--- src/rtl/demux_scan_pkg.sv ---
// Shared definitions for the demux scan sequencer.
//   state_t  : sequencer FSM states
//   NUM_CH   : number of demux output channels
//   CNT_W    : width of the dwell/gap counter
//   cnt_load : converts a cycle count into the counter load value (count-1)
package demux_scan_pkg;

  localparam int NUM_CH = 4;
  localparam int CNT_W  = 8;

  typedef enum logic [1:0] {
    S_IDLE  = 2'd0,
    S_DRIVE = 2'd1,
    S_GAP   = 2'd2,
    S_DONE  = 2'd3
  } state_t;

  // Counter counts down to 0, so N cycles means loading N-1.
  // A zero count is clamped so GAP=0 never underflows.
  function automatic logic [CNT_W-1:0] cnt_load(input int cycles);
    if (cycles <= 0) begin
      return '0;
    end
    return CNT_W'(cycles - 1);
  endfunction

endpackage

--- src/rtl/demux_next_chan.sv ---
// Combinational next-channel finder.
//   mask     in  channel enable mask
//   cur_idx  in  current channel index
//   first    in  1 = search from below channel 0 (used at frame accept)
//   next_idx out lowest set mask index strictly above cur_idx (or >= 0 when first)
//   found    out 1 when such an index exists
module demux_next_chan
  import demux_scan_pkg::*;
(
  input  logic [NUM_CH-1:0] mask,
  input  logic [1:0]        cur_idx,
  input  logic              first,
  output logic [1:0]        next_idx,
  output logic              found
);

  // Scanning downward lets the lowest qualifying index win the last write.
  always_comb begin
    next_idx = '0;
    found    = 1'b0;
    for (int i = NUM_CH - 1; i >= 0; i--) begin
      if (mask[i] && (first || (i > int'(cur_idx)))) begin
        next_idx = 2'(i);
        found    = 1'b1;
      end
    end
  end

endmodule

--- src/rtl/demux_scan_sequencer.sv ---
// Upstream driver for a 1-to-4 demux. Accepts a 4-bit frame plus channel mask,
// then scans enabled channels in ascending order, holding Enable for DWELL
// cycles per channel with GAP idle cycles in between, and pulses done.
//
// Handshake: start_ready is high only in IDLE; a frame is accepted on a rising
// edge where start_valid & start_ready. Inputs are ignored at all other times
// and latched frame values never change mid-frame.
//
// Ports:
//   clk, reset         clock, synchronous active-high reset
//   start_valid/ready  frame request handshake
//   frame_data         per-channel data bits, captured at accept
//   chan_mask          per-channel enables, captured at accept
//   A                  demux data input
//   S0, S1             demux selects (S0 = index bit 1, S1 = index bit 0)
//   Enable             demux enable
//   active_chan        channel currently driven (0 when idle/done)
//   busy               high from the cycle after accept through done
//   done               one-cycle end-of-frame pulse
//   dbg_state          current FSM state, for observation
module demux_scan_sequencer
  import demux_scan_pkg::*;
#(
  parameter int DWELL = 4,
  parameter int GAP   = 1
) (
  input  logic              clk,
  input  logic              reset,
  input  logic              start_valid,
  output logic              start_ready,
  input  logic [NUM_CH-1:0] frame_data,
  input  logic [NUM_CH-1:0] chan_mask,
  output logic              A,
  output logic              S0,
  output logic              S1,
  output logic              Enable,
  output logic [1:0]        active_chan,
  output logic              busy,
  output logic              done,
  output logic [1:0]        dbg_state
);

  localparam logic [CNT_W-1:0] DWELL_LD = cnt_load(DWELL);
  localparam logic [CNT_W-1:0] GAP_LD   = cnt_load(GAP);

  state_t             state_q, state_d;
  logic [CNT_W-1:0]   cnt_q, cnt_d;
  logic [1:0]         chan_q, chan_d;
  logic [NUM_CH-1:0]  data_q, data_d;
  logic [NUM_CH-1:0]  mask_q, mask_d;

  logic               start_ready_q, start_ready_d;
  logic               a_q, a_d;
  logic               s0_q, s0_d;
  logic               s1_q, s1_d;
  logic               enable_q, enable_d;
  logic [1:0]         active_chan_q, active_chan_d;
  logic               busy_q, busy_d;
  logic               done_q, done_d;

  logic               accept;
  logic [NUM_CH-1:0]  nc_mask;
  logic               nc_first;
  logic [1:0]         nc_idx;
  logic               nc_found;

  // Gate with the registered ready so nothing is accepted in the cycle where
  // ready is still low right after reset.
  assign accept = start_valid && start_ready_q && (state_q == S_IDLE);

  // In IDLE the finder looks at the incoming mask to pick the first channel;
  // otherwise it searches the latched mask above the current channel.
  always_comb begin
    nc_mask  = mask_q;
    nc_first = 1'b0;
    if (state_q == S_IDLE) begin
      nc_mask  = chan_mask;
      nc_first = 1'b1;
    end
  end

  demux_next_chan u_next_chan (
    .mask     (nc_mask),
    .cur_idx  (chan_q),
    .first    (nc_first),
    .next_idx (nc_idx),
    .found    (nc_found)
  );

  // ---------------------------------------------------------------------------
  // State register (also holds counter and latched frame)
  // ---------------------------------------------------------------------------
  always_ff @(posedge clk) begin
    if (reset) begin
      state_q <= S_IDLE;
      cnt_q   <= '0;
      chan_q  <= '0;
      data_q  <= '0;
      mask_q  <= '0;
    end else begin
      state_q <= state_d;
      cnt_q   <= cnt_d;
      chan_q  <= chan_d;
      data_q  <= data_d;
      mask_q  <= mask_d;
    end
  end

  // ---------------------------------------------------------------------------
  // Next-state logic
  // ---------------------------------------------------------------------------
  always_comb begin
    state_d = state_q;
    cnt_d   = cnt_q;
    chan_d  = chan_q;
    data_d  = data_q;
    mask_d  = mask_q;

    unique case (state_q)
      S_IDLE: begin
        if (accept) begin
          data_d = frame_data;
          mask_d = chan_mask;
          if (nc_found) begin
            state_d = S_DRIVE;
            chan_d  = nc_idx;
            cnt_d   = DWELL_LD;
          end else begin
            state_d = S_DONE;
            chan_d  = '0;
          end
        end
      end

      S_DRIVE: begin
        if (cnt_q == '0) begin
          if (nc_found) begin
            if (GAP == 0) begin
              state_d = S_DRIVE;
              chan_d  = nc_idx;
              cnt_d   = DWELL_LD;
            end else begin
              // chan_q is kept so the gap holds the previous channel's outputs.
              state_d = S_GAP;
              cnt_d   = GAP_LD;
            end
          end else begin
            state_d = S_DONE;
            chan_d  = '0;
          end
        end else begin
          cnt_d = cnt_q - 1'b1;
        end
      end

      S_GAP: begin
        if (cnt_q == '0) begin
          state_d = S_DRIVE;
          chan_d  = nc_idx;
          cnt_d   = DWELL_LD;
        end else begin
          cnt_d = cnt_q - 1'b1;
        end
      end

      S_DONE: begin
        state_d = S_IDLE;
        chan_d  = '0;
        cnt_d   = '0;
      end

      default: begin
        state_d = S_IDLE;
      end
    endcase
  end

  // ---------------------------------------------------------------------------
  // Output logic: registered outputs are computed from the next state, so
  // selects, data and Enable all update on the same edge.
  // ---------------------------------------------------------------------------
  always_comb begin
    start_ready_d = (state_d == S_IDLE);
    busy_d        = (state_d != S_IDLE);
    done_d        = (state_d == S_DONE);
    enable_d      = (state_d == S_DRIVE);
    a_d           = 1'b0;
    s0_d          = 1'b0;
    s1_d          = 1'b0;
    active_chan_d = '0;
    if ((state_d == S_DRIVE) || (state_d == S_GAP)) begin
      a_d           = data_d[chan_d];
      s0_d          = chan_d[1];
      s1_d          = chan_d[0];
      active_chan_d = chan_d;
    end
  end

  always_ff @(posedge clk) begin
    if (reset) begin
      start_ready_q <= 1'b0;
      a_q           <= 1'b0;
      s0_q          <= 1'b0;
      s1_q          <= 1'b0;
      enable_q      <= 1'b0;
      active_chan_q <= '0;
      busy_q        <= 1'b0;
      done_q        <= 1'b0;
    end else begin
      start_ready_q <= start_ready_d;
      a_q           <= a_d;
      s0_q          <= s0_d;
      s1_q          <= s1_d;
      enable_q      <= enable_d;
      active_chan_q <= active_chan_d;
      busy_q        <= busy_d;
      done_q        <= done_d;
    end
  end

  assign start_ready = start_ready_q;
  assign A           = a_q;
  assign S0          = s0_q;
  assign S1          = s1_q;
  assign Enable      = enable_q;
  assign active_chan = active_chan_q;
  assign busy        = busy_q;
  assign done        = done_q;
  assign dbg_state   = state_q;

endmodule

--- config.mk ---
export PLATFORM = sky130hd
export DESIGN_NAME = demux_scan_sequencer
export DESIGN_NICKNAME = d
export VERILOG_FILES = /design/src/rtl/demux_scan_pkg.sv /design/src/rtl/demux_next_chan.sv /design/src/rtl/demux_scan_sequencer.sv
export SDC_FILE = /design/constraint.sdc
export NUM_CORES = 1
export LEC_CHECK = 0
export BUFFER_PORTS_ARGS = -buffer_cell sky130_fd_sc_hd__clkbuf_2
export CORE_MARGIN = 4
export CORE_UTILIZATION = 35
export CTS_CLUSTER_SIZE = 25
export DETAILED_ROUTE_END_ITERATION = 12
export PLACE_DENSITY = 0.64
export SYNTH_ARGS = -nofsm -noshare
export SYNTH_HDL_FRONTEND = slang
export SYNTH_SLANG_ARGS = --single-unit
--- constraint.sdc ---
create_clock -name clk -period 3.57 [get_ports clk]
set_clock_uncertainty 0.15 [all_clocks]
set_input_delay 0.714 -clock clk [delete_from_list [all_inputs] [get_ports clk]]
set_output_delay 0.714 -clock clk [all_outputs]
set_load 0.005 [all_outputs]
==> results.yml, run 1 <==
worst_setup_path:
  r2r-end: "A"
  critPathCaptureType: "flip-flop"
  r2r_cells: 11
  start_kind: "flip-flop"
  crit_type: "reg -> reg"
  r2r_setup_slack_ns: 0.49
  critPathCapture: "A"
  timing.rr.start: "dbg_state[0]"
  required_ns: 3.64
  startpoint: "dbg_state[0]"
  crit_arrival_ns: 3.14
  path_max_fanout: 9
pwr:
  leakagePower_nw: 0.698
  p_per_area_nw_per_um2: 862
  p_total_mw: 1.41
  ir_drop_v: 0.000361
clocking:
  cts-resized-gates: 0
  insertion_delay_ns: 0.28
  cts_made_buffers: 3
  cts_num_sinks: 26
  cts_setup_buffers: 0
  h-tree-depth: 1
  clockBufferDepth: 2
  cts-root-buf: "clkbuf_8"
  cts_tree: "done"
  hold_buffers: 0
  path_clk_slew_ns: 0.10
route:
  via_count: 1158
  viasPerCell: 5.06
  drt-met1-wl_um: 1420
  wl_met2_um: 1210
  drtIter0Drc: 53
  remaining_drc_errors: 0
  drt-total-wl_um: 2770
  wl_met3_um: 104
  dr.pass1.iters: 4
  ant_nets: 0
  top_layer: "met4"
  wl_per_cell_um: 12.1
cells_and_area:
  multi_input_area_sq_um: 830
  regArea_sq_um: 520
  antenna_cells: 0
  syn2layout_area_growth_pct: 14.0
  nets: 197
  fill_cells: 390
  drive_gt1_share_pct: 23.2
  stdcell_area_sq_um: 1630
synth:
  syn-cell-area_sq_um: 1430
  yosys_warnings: 0
  synth_area_leaders: "dfxtp_1 36%, nor2_1 6.3%, mux2i_1 4.9%, xnor2_1 3.7%, ha_1 3.5%"
  synth_edf_count: 0
  syn_inst: 162
  ys_async_sr_fraction_pct: 0
  yosysTopAreaCellShare_pct: 36.4
  avgSynthCellArea_sq_um: 8.84
  synth_top_area_cell: "dfxtp_1"
  seq_area_frac_synth_pct: 36.4
  syn_nets: 177
  synthFlopType: "dfxtp_1"
  yosys_register_bits: 26
  netlist-cell-type-count: 49
place:
  place_area_sq_um: 1560
  gp_congestion: 0.790
  dp_slack_ns: 0.257
  dp_hpwl_um: 2070
  portBuffers: 21
sta:
  fin_tns_setup_ns: 0
  finalHoldViolCount: 0
  maxSlewViolCount: 0
  max_freq_mhz: 325
  max_slew_margin_pct: 55.2
  worstMarginPinSlew_ns: 0.664
  fin_crit_ns: 3.08
  whs_ns: 0.310
  rsz0062_at_grt: "false"
  setup_viol: 0
  post-route-period-util_pct: 86.2
  setup_ws_ns: 0.494
floorplanning:
  die_w_um: 72.0
  ios: 22
  rows: 22
  die_y_um: 72.0
  start_util_pct: 37.7
  core_sq_um: 3800
  die_area_sq_um: 5180
global_route:
  globalRouteOverflowTotal: 0
  antenna_found_initial: 0
  grt_use_total_pct: 11.8
  grt_pass1_wl_um: 4900
  grt_pass1_vias: 1112
  grt_max_degree: 20
outcome:
  status: "finished clean"
job:
  cap_violations: 0
min_path:
  hold_class: "reg -> reg"
[stage by stage]
step,util (%),instances
global placement,41.1,225
global route,43.0,229
floorplan,-,162
CTS,43.0,229
finish,43.0,229
detailed placement,41.1,225
[registers in the layout, indices dropped and copies added (netlist names)]
register     count
data_q           4
dbg_state        2
cnt_q            8
Enable           1
chan_q           2
active_chan      1
start_ready      1
A                1
mask_q           3
busy             1
S0               1
done             1
[cells by family (layout without fill, tap and decap cells)]
| logic type | Yosys count | after routing | share of synthesized area (%) |
|---|---|---|---|
| multiplexers | 7 | 7 | 4.90 |
| adder cells (fa/ha/maj) | 4 | 4 | 3.50 |
| AO/OA/AOI/OAI | 32 | 32 | 18.2 |
| buffers and inverters | 15 | 34 | 5.68 |
| flip-flops | 26 | 26 | 36.4 |
| AND/OR/NAND/NOR | 72 | 72 | 27.7 |
| XOR/XNOR | 6 | 6 | 3.67 |
[synth_stat cells, types with 2 or more instances]
master and n:
or2_1 2, nor2b_1 7, nand3_1 6, buf_6 2
nand2_1 11, clkbuf_1 2, nor2_1 24, a21oi_2 2
inv_1 6, o21ai_0 4, dfxtp_1 26, a2111oi_2 2
xnor2_1 6, o22ai_1 2, buf_4 2, or2_2 2
a21oi_1 7, a22oi_1 2, and2_1 3, or3_1 2
ha_1 4, nor3_1 2, mux2i_1 7, buf_2 2
a211oi_1 3
[area by class of cell]
class	instances	share of cell area (%)
clock buffer	3	2.53
clock inverter	1	1.84
inverter	6	1.38
multi-input combinational	121	50.8
sequential	26	31.9
tap	48	3.68
timing repair buffer	24	7.82
[cells in the final DEF, fill, tap and decap left out, types with 3 or more instances in the layout]
cell type and count:
ha_1 4, xnor2_1 6, clkbuf_2 21, clkbuf_8 3, buf_4 3, inv_1 6
a211oi_1 3, and2_1 3, mux2i_1 7, nand2_1 11, nor2_1 24, nor2b_1 7
nand3_1 6, o21ai_0 4, dfxtp_1 26, a21oi_1 7
[routing by layer]
layer / up-vias / track usage, %
li1: 600 / -
met1: 534 / 15.5
met2: 20 / 18.6
met3: 4 / 3.32
met4: 0 / 3.76
met5: - / 0
[how the worst min path moves through the flow]
stage / start / cells past startpoint / to / slack [ns]
CTS: mask_q[1] / 2 / mask_q[1] / 0.31
floorplan: mask_q[1] / 2 / mask_q[1] / 0.28
global route: mask_q[1] / 2 / mask_q[1] / 0.33
finish: mask_q[2] / 2 / mask_q[2] / 0.31
global placement: mask_q[1] / 2 / mask_q[1] / 0.30
detailed placement: mask_q[1] / 2 / mask_q[1] / 0.30
[critical path, stage by stage (launching register included)]
cell     delay, ns
dfxtp_1       0.40
buf_4         0.21
nor4_1        0.40
and2_1        0.25
or2_1         0.13
nand3_1       0.08
a221o_1       0.38
ha_1          0.32
or2_2         0.35
nor2_1        0.14
mux2i_1       0.08
mux2i_1       0.13
[power breakdown]
group | internal, mW | leakage [nW] | switching [mW] | total (mW)
combinational | 0.330 | 0.450 | 0.424 | 0.753
clock | 0.150 | 0.0357 | 0.0981 | 0.248
sequential | 0.358 | 0.212 | 0.0464 | 0.404
Power figures use the tool's default switching activity.
==> run 2, diff against run 1 <==
ABC_CLOCK_PERIOD_IN_PS = 3350   (was not set)
CTS_CLUSTER_DIAMETER = 40   (was not set)
clock period = 3.35 ns   (was 3.57 ns; I/O delays follow)
==> run 2 against run 1 <==
Wire length is 3.6% higher; worst setup slack worse by 0.028 ns; sequential cell count stayed put; clock power is 5% higher; total power is 7.8% higher; first-iteration DRC count is 49% higher; highest routed layer unchanged; sequential share of layout area is 0.29 points lower; critical endpoint unchanged; final cell count is 0.87% higher.
==> results.yml, run 2 (same netlist as run 1, synthesis figures left out) <==
clocking:
  hold_buffers: 0
  cts_tree: "done"
  cts_setup_buffers: 0
  insertion_delay_ns: 0.27
  cts_made_buffers: 3
  cts-resized-gates: 0
  path_clk_slew_ns: 0.09
  cts-root-buf: "clkbuf_8"
  h-tree-depth: 1
  cts_num_sinks: 26
  clockBufferDepth: 2
cells_and_area:
  largest_reg_flops: 8
  drive_gt1_share_pct: 24.0
  fin_cells: 231
  reg.largest.list: "cnt_q: 8 flops, data_q: 4 flops, mask_q: 3 flops"
  regMostFlops: "cnt_q"
  antenna_cells: 0
  mostFrequentLayoutCells: "26 x dfxtp_1, 24 x nor2_1, 21 x clkbuf_2, 11 x nand2_1"
  fill_cells: 374
  layout_commonest_cell: "dfxtp_1"
  syn2layout_area_growth_pct: 15.0
  stdcell_area_sq_um: 1650
  nets: 199
sta:
  maxSlewViolCount: 0
  fin_crit_ns: 2.88
  max_freq_mhz: 347
  setup_viol: 0
  fin_tns_setup_ns: 0
  post-route-period-util_pct: 86.1
  whs_ns: 0.310
  finalHoldViolCount: 0
  max_slew_margin_pct: 50.9
  worstMarginPinSlew_ns: 0.727
  rsz0062_at_grt: "false"
global_route:
  grt_use_met3_pct: 2.49
  grt_max_degree: 20
  globalRouteOverflowTotal: 0
  grt_pass1_vias: 1148
  use_met1_pct: 17.7
  antenna_found_initial: 0
  grt_use_met2_pct: 19.3
  top_usage_layer: "met2"
  grt_pass1_wl_um: 5200
  grt_use_total_pct: 12.3
route:
  drtIter0Drc: 79
  viasPerCell: 5.04
  wl_per_cell_um: 12.4
  via_count: 1164
  drt-total-wl_um: 2870
  dr.pass1.iters: 4
  remaining_drc_errors: 0
  ant_nets: 0
place:
  place_area_sq_um: 1580
  placed_cells: 227
  gp_congestion: 0.784
  portBuffers: 21
  dp_hpwl_um: 2160
outcome:
  status: "finished clean"
worst_setup_path:
  r2r-end: "A"
  crit_type: "reg -> reg"
  timing.rr.start: "cnt_q[0]"
  r2r_setup_slack_ns: 0.47
  critPathCaptureType: "flip-flop"
  required_ns: 3.41
  startpoint: "cnt_q[0]"
  path_max_fanout: 6
  start_kind: "flip-flop"
  r2r_cells: 13
  crit_arrival_ns: 2.94
  critPathCapture: "A"
min_path:
  hold_class: "reg -> reg"
  min_from: "mask_q[2]"
floorplanning:
  core_sq_um: 3800
  die_w_um: 72.0
  die_y_um: 72.0
  rows: 22
  die_area_sq_um: 5180
  start_util_pct: 37.7
  ios: 22
pwr:
  leakagePower_nw: 0.709
  p_per_area_nw_per_um2: 921
  ir_drop_v: 0.000441
job:
  cap_violations: 0
==> run 2: changes by cell type in the layout (fill, tap and decap cells not counted) <==
cell,before,now
buf_4,3,5
==> run 2: how the worst min path moves through the flow <==
stage          slack (ns)  cells past startpoint         to
5_1_grt              0.34                      2  mask_q[2]
3_5_place_dp         0.30                      2  mask_q[2]
2_1_floorplan        0.28                      2  mask_q[1]
3_3_place_gp         0.29                      2  mask_q[3]
6_report             0.31                      2  mask_q[2]
4_1_cts              0.31                      2  mask_q[2]
==> run 2: layout make-up <==
type | instances | area, sq um | area share [%]
multi-input cells | 121 | 830 | 50.4
flip-flops and latches | 26 | 520 | 31.6
repair buffers | 26 | 143 | 8.66
well taps | 48 | 60.1 | 3.65
clock buffers | 3 | 41.3 | 2.51
clock inverters | 1 | 30.0 | 1.82
inverters | 6 | 22.5 | 1.37
==> run 2: stage by stage <==
step	util [%]	setup WS, ns	power (mW)
after floorplan	-	0.343	1.10
after global placement	41.5	0.253	1.26
after detailed placement	41.5	0.231	1.26
after CTS	43.3	0.462	1.53
after global routing	43.3	0.142	1.65
final	43.3	0.466	1.52
==> run 2: where the power goes <==
group	switching (mW)	leakage (nW)	internal, mW
Clock	0.101	0.0357	0.160
Combinational	0.460	0.461	0.364
Sequential	0.0494	0.212	0.382
==> run 2: critical path, cell delays in order, from the launching register on <==
cell and delay [ns]:
dfxtp_1 0.33, inv_1 0.07, ha_1 0.15, nor3b_1 0.32, nand2_1 0.23, nor3_1 0.24
o21a_1 0.15, a211o_1 0.14, inv_1 0.07, ha_1 0.28, or2_2 0.36, nor2_1 0.12
mux2i_1 0.08, mux2i_1 0.13
==> run 2: routing by layer <==
layer	wire (um)	up-vias
li1	-	605
met1	1490	532
met2	1250	25
met3	116	2
met4	17	0
met5	0	-
